===== config.mk =====
export PLATFORM = sky130hd
export DESIGN_NAME = jtag_scan_sequencer
export DESIGN_NICKNAME = d
export VERILOG_FILES = /design/src/rtl/jtag_seq_pkg.sv /design/src/rtl/jtag_bit_counter.sv /design/src/rtl/jtag_scan_sequencer.sv
export SDC_FILE = /design/constraint.sdc
export NUM_CORES = 1
export LEC_CHECK = 0
export BUFFER_PORTS_ARGS = -buffer_cell sky130_fd_sc_hd__buf_4
export CAP_MARGIN = 10
export CELL_PAD_IN_SITES_DETAIL_PLACEMENT = 0
export CELL_PAD_IN_SITES_GLOBAL_PLACEMENT = 1
export CORE_UTILIZATION = 44
export CTS_CLUSTER_DIAMETER = 50
export CTS_CLUSTER_SIZE = 28
export DETAILED_ROUTE_END_ITERATION = 12
export PLACE_DENSITY_LB_ADDON = 0.1
export SLEW_MARGIN = 0
export SYNTH_ARGS = -nofsm -noshare
export SYNTH_HDL_FRONTEND = slang
export SYNTH_SLANG_ARGS = --single-unit

===== constraint.sdc =====
create_clock -name TCK -period 4.35 [get_ports TCK]
set_input_delay 0.435 -clock TCK [delete_from_list [all_inputs] [get_ports TCK]]
set_output_delay 0.435 -clock TCK [all_outputs]
set_load 0.03 [all_outputs]

===== src/rtl/jtag_seq_pkg.sv =====
// jtag_seq_pkg: sequencer state encoding and TLR walk length shared by the scan sequencer files
package jtag_seq_pkg;
  typedef enum logic [3:0] {
    IDLE, SEL_DR1, SEL_IR, CAP_IR, SHIFT_IR, EX1_IR, UPD_IR,
    SEL_DR2, CAP_DR, SHIFT_DR, EX1_DR, UPD_DR, TLR_WALK
  } state_t;
  localparam int TLR_LEN = 5;
endpackage


===== src/rtl/jtag_bit_counter.sv =====
// jtag_bit_counter: loadable CNT_W-bit down-counter with zero flag; ports clk, rst_n (sync active-low), load/load_val, dec in; zero out
module jtag_bit_counter #(
  parameter int CNT_W = 8
) (
  input  logic             clk,
  input  logic             rst_n,
  input  logic             load,
  input  logic [CNT_W-1:0] load_val,
  input  logic             dec,
  output logic             zero
);
  logic [CNT_W-1:0] cnt;
  always_ff @(posedge clk)
    if (!rst_n) cnt <= '0;
    else if (load) cnt <= load_val;
    else if (dec) cnt <= cnt - CNT_W'(1);
  assign zero = cnt == '0;
endmodule


===== src/rtl/jtag_scan_sequencer.sv =====
// jtag_scan_sequencer: one IR+DR JTAG scan per start (TCK, sync active-low TRST; start/ir_opcode/dr_length/cmp_en in; TMS/ir_tdi/ir_select/load/shift_en/strobe/busy/done out); JTAG_SEQ_TLR_EN adds a TLR walk before each scan
module jtag_scan_sequencer
  import jtag_seq_pkg::*;
#(
  parameter int BSC_REG_SIZE = 253,
  parameter int IR_SIZE      = 4,
  parameter int CNT_W        = 8
) (
  input  logic               TCK,
  input  logic               TRST,
  input  logic               start,
  input  logic [IR_SIZE-1:0] ir_opcode,
  input  logic [CNT_W-1:0]   dr_length,
  input  logic               cmp_en,
  output logic               TMS,
  output logic               ir_tdi,
  output logic               ir_select,
  output logic               load,
  output logic               shift_en,
  output logic               strobe,
  output logic               busy,
  output logic               done
);
  state_t state, next_state;
  logic [IR_SIZE-1:0] ir_sr;
  logic [CNT_W-1:0] len_q, len_m1, cnt_val;
  logic cmp_q, cnt_load, cnt_dec, cnt_zero;
  assign len_m1 = (len_q == '0) ? '0 :
                  (len_q > CNT_W'(BSC_REG_SIZE)) ? CNT_W'(BSC_REG_SIZE - 1) : len_q - CNT_W'(1);
  jtag_bit_counter #(.CNT_W(CNT_W)) u_cnt (
    .clk      (TCK),
    .rst_n    (TRST),
    .load     (cnt_load),
    .load_val (cnt_val),
    .dec      (cnt_dec),
    .zero     (cnt_zero)
  );
  always_comb begin
    next_state = state;
    TMS        = 1'b0;
    cnt_load   = 1'b0;
    cnt_val    = '0;
    cnt_dec    = 1'b0;
    case (state)
      IDLE: begin
        TMS = start;
`ifdef JTAG_SEQ_TLR_EN
        next_state = start ? TLR_WALK : IDLE;
        cnt_load   = start;
        cnt_val    = CNT_W'(TLR_LEN);
`else
        next_state = start ? SEL_DR1 : IDLE;
`endif
      end
`ifdef JTAG_SEQ_TLR_EN
      TLR_WALK: begin
        TMS        = !cnt_zero;
        cnt_dec    = !cnt_zero;
        next_state = cnt_zero ? SEL_DR1 : TLR_WALK;
      end
`endif
      SEL_DR1: begin
        TMS        = 1'b1;
        next_state = SEL_IR;
      end
      SEL_IR: next_state = CAP_IR;
      CAP_IR: begin
        cnt_load   = 1'b1;
        cnt_val    = CNT_W'(IR_SIZE - 1);
        next_state = SHIFT_IR;
      end
      SHIFT_IR: begin
        TMS        = cnt_zero;
        cnt_dec    = !cnt_zero;
        next_state = cnt_zero ? EX1_IR : SHIFT_IR;
      end
      EX1_IR: begin
        TMS        = 1'b1;
        next_state = UPD_IR;
      end
      UPD_IR: begin
        TMS        = 1'b1;
        next_state = SEL_DR2;
      end
      SEL_DR2: next_state = CAP_DR;
      CAP_DR: begin
        cnt_load   = 1'b1;
        cnt_val    = len_m1;
        next_state = SHIFT_DR;
      end
      SHIFT_DR: begin
        TMS        = cnt_zero;
        cnt_dec    = !cnt_zero;
        next_state = cnt_zero ? EX1_DR : SHIFT_DR;
      end
      EX1_DR: begin
        TMS        = 1'b1;
        next_state = UPD_DR;
      end
      default: next_state = IDLE;
    endcase
  end
  always_ff @(posedge TCK)
    if (!TRST) begin
      state <= IDLE;
      ir_sr <= '0;
      len_q <= '0;
      cmp_q <= 1'b0;
    end else begin
      state <= next_state;
      if (state == IDLE && start) begin
        ir_sr <= ir_opcode;
        len_q <= dr_length;
        cmp_q <= cmp_en;
      end else if (state == SHIFT_IR) ir_sr <= ir_sr >> 1;
    end
  assign ir_select = state == CAP_IR || state == SHIFT_IR || state == EX1_IR;
  assign ir_tdi    = ir_select & ir_sr[0];
  assign load      = state == CAP_DR;
  assign shift_en  = state == SHIFT_DR;
  assign strobe    = cmp_q && (state == SHIFT_DR || state == EX1_DR);
  assign busy      = state != IDLE;
  assign done      = state == UPD_DR;
endmodule


==> results.tsv <==
stage	metric	value	unit
critical_path	reg2reg_depth	5	
timing	slew_viol_final	0	
power	power_switching	0.199	mW
clock_network	path_clk_slew	0.14	ns
cells_and_area	fin_nets	248	
min_path	hp-start	dr_length[5]	
critical_path	required	3.91	ns
critical_path	rr_endpoint	u_cnt.cnt[1]	
timing	timing.final.hold_violations	0	
min_path	holdPathStages	3	
routing	met3_length	171	um
logic_synthesis	synth_flop_cell	dfxtp_1	
floorplan	die_area	0.00392	sq mm
critical_path	r2r_slack	1.79	ns
timing	clock_skew	0.00367	ns
critical_path	cpMaxStageDelayCell	or4b_1	
critical_path	path_cells	inv_1, ha_1, or4b_1, or2_1, mux2_2, o2bb2ai_1, o21a_1, buf_4	
logic_synthesis	synth_nets	232	
timing	setup_slack	1.48	ns
logic_synthesis	yosys_warnings	0	
place	dpl.hpwl	2.75	mm
clock_network	post_cts_buffers	0	
logic_synthesis	async_flop_share	0	%
logic_synthesis	ys_types	48	
run_status	status	finished clean	
global_route	antenna_found_initial	0	
power	max-vdd-ir-drop	0.000131	V
power	cellPowerDensity	306	mW/mm^2
clock_network	cts-root-buf	clkbuf_4	
critical_path	crit_path_max_incr_delay	0.46	ns
timing	slew_headroom	34.7	%
power	clockPowerShare	19.7	%
routing	routedWlPerCell	13.6	um
routing	drt_wl_total	3.70	mm
routing	drt_pre_antenna_iters	4	
critical_path	cp_max_fo	6	
timing	tns	0	ns
routing	routed-via-count	1553	
logic_synthesis	syn_inst	212	
routing	drt-met1-wl	1.76	mm
place	place.gp.congestion	0.881	
routing	top_layer	met4	
power	swShare	35.7	%
min_path	hold_path_class	primary input to register	
floorplan	coreArea	0.00342	sq mm
clock_network	cts_buffer_depth	2	
floorplan	boundaryPins	24	
logic_synthesis	yosysSeqAreaShare	30.9	%
power	comb_power_share	30.9	%
power	p_int	0.359	mW
power	p_leak	0.780	nW
clock_network	h-tree-depth	1	
logic_synthesis	synth_edf_count	0	
global_route	overflow	0	
min_path	holdPathEnd	len_q[5]	
critical_path	criticalPathCategory	register to output port	
critical_path	r2r-start	state[2]	
logic_synthesis	avgSynthCellArea	7.63	sq um
power	power_frac_seq	49.4	%
clock_network	clk_latency	0.32	ns
clock_network	cts_tree	built	
cells_and_area	drive_above_1_share	16.3	%
floorplan	start_util	47.4	%
logic_synthesis	yosys_register_bits	25	
clock_network	clock-sinks	25	
floorplan	die_h	62.6	um
global_route	grt_first_pass_wirelength	6.29	mm
timing	max_slew.worst_pin.slew	0.966	ns
run	maxCapViolations	0	
timing	final-setup-viol-count	0	
global_route	grt_pass1_vias	1360	
routing	viasPerCell	5.69	
timing	period_minus_slack	2.87	ns
cells_and_area	area_growth	12.7	%
global_route	grt_max_degree	28	
place	io_buffer_count	23	
cells_and_area	final_util	53.4	%
critical_path	end_kind	output port	
clock_network	post_cts_resized	0	
routing	drc	0	
clock_network	hold_buffers	0	
timing	fmax	349	MHz
cells_and_area	antennaDiodeCount	0	
place	post-place-ws	1.84	ns
critical_path	start_kind	register	
global_route	grt_use_total	20.0	%
floorplan	rows	21	
routing	wl_met2	1.75	mm
clock_network	cts_buffers	3	
logic_synthesis	synth.cell_area	0.00162	sq mm
routing	dr.first_iter.drc_count	110	
critical_path	cp.arrival	2.43	ns
floorplan	die_w	62.6	um
routing	drtAntennaViolNets	0	
timing	timing.hold.ws	0.339	ns
timing	rsz0062_at_grt	no	
timing	period_share	65.9	%
-- synth_stat cells (all sizes together) (2+ instances only) --
cell | n | area share (%)
a21boi | 11 | 5.1
a21oi | 9 | 3.7
a31oi | 2 | 1.2
a32oi | 2 | 1.1
and2 | 3 | 1.2
and3 | 2 | 0.77
buf | 3 | 1.3
clkbuf | 9 | 2.1
dfxtp | 25 | 31
ha | 4 | 3.1
inv | 10 | 2.3
nand2 | 37 | 8.6
nand2b | 3 | 1.2
nand3 | 8 | 2.5
nor2 | 17 | 3.9
nor3 | 7 | 2.5
nor3b | 4 | 1.9
o2111ai | 4 | 2.2
o211a | 4 | 2.5
o211ai | 4 | 1.9
o21ai | 13 | 4.0
o22ai | 2 | 0.77
o2bb2ai | 3 | 1.6
o31ai | 2 | 0.93
or3 | 3 | 1.2
or4b | 4 | 2.9
xnor2 | 2 | 1.1
xor2 | 3 | 1.6
-- cell usage in the layout, fill, tap and decap left out, types with 4 or more instances in the layout --
| cell type | n |
|---|---|
| nand2_1 | 37 |
| ha_1 | 4 |
| a21oi_1 | 7 |
| o211a_1 | 4 |
| a21boi_1 | 11 |
| o21ai_0 | 7 |
| o2111ai_1 | 4 |
| nand3_1 | 8 |
| buf_4 | 23 |
| inv_1 | 7 |
| dfxtp_1 | 25 |
| nor3_1 | 6 |
| nor3b_1 | 4 |
| o21ai_1 | 6 |
| nor2_1 | 17 |
| o211ai_1 | 4 |
-- stage by stage --
stage,instances,total power [mW],cell area (sq um)
floorplan,212,0.406,1620
global placement,269,0.448,1790
detailed placement,269,0.452,1790
CTS,273,0.564,1820
global route,273,0.600,1820
finish,273,0.558,1820
-- state kept, by name, indices dropped and copies added (netlist names) --
name	flops
u_cnt.cnt	8
ir_sr	4
len_q	8
cmp_q	1
state	4
-- power by group through the flow --
stage | sequential (mW) | combinational [mW] | clock [mW]
after floorplan | 0.267 | 0.139 | 0
after global placement | 0.279 | 0.169 | 0
after detailed placement | 0.280 | 0.172 | 0
after CTS | 0.275 | 0.173 | 0.116
after global routing | 0.279 | 0.194 | 0.127
final | 0.276 | 0.173 | 0.110
-- metal layers --
layer | vias to the layer above | global-route usage [%]
met5 | - | 0
met4 | 0 | 6.10
met3 | 2 | 3.10
met2 | 36 | 31.3
met1 | 722 | 28.1
li1 | 793 | -
-- critical path, delay by kind of cell (launching register included) --
kind / cells / cell delay, ns
simple gates: 2 / 0.76
flops: 1 / 0.39
mux: 1 / 0.29
compound gates: 2 / 0.27
buf+inv: 2 / 0.26
fa+ha+maj: 1 / 0.16
-- cell families after synthesis --
kind of cell    Yosys count  share of synthesized area (%)
flops                    25                           30.9
simple gates             92                           28.2
xor+xnor                  5                           2.71
compound gates           62                           28.0
mux                       2                           1.31
fa+ha+maj                 4                           3.09
buf+inv                  22                           5.72
-- cell type report --
| type | instances | area [sq um] |
|---|---|---|
| flip-flops and latches | 25 | 500 |
| clock inverters | 1 | 7.51 |
| inverters | 10 | 37.5 |
| clock buffers | 3 | 22.5 |
| multi-input cells | 165 | 1020 |
| well taps | 46 | 57.6 |
| fillers | 347 | 1590 |
| repair buffers | 23 | 173 |
-- worst max-delay path by stage --
stage | slack, ns | startpoint | endpoint | depth (start not counted)
after global routing | 1.33 | u_cnt.cnt[0] | TMS | 8
after floorplan | 2.01 | u_cnt.cnt[0] | TMS | 7
final | 1.48 | u_cnt.cnt[0] | TMS | 8
after detailed placement | 1.84 | state[2] | u_cnt.cnt[1] | 5
after global placement | 1.92 | u_cnt.cnt[0] | TMS | 8
after CTS | 1.48 | u_cnt.cnt[0] | TMS | 8
Note: power is estimated with default switching activity, not from simulation.
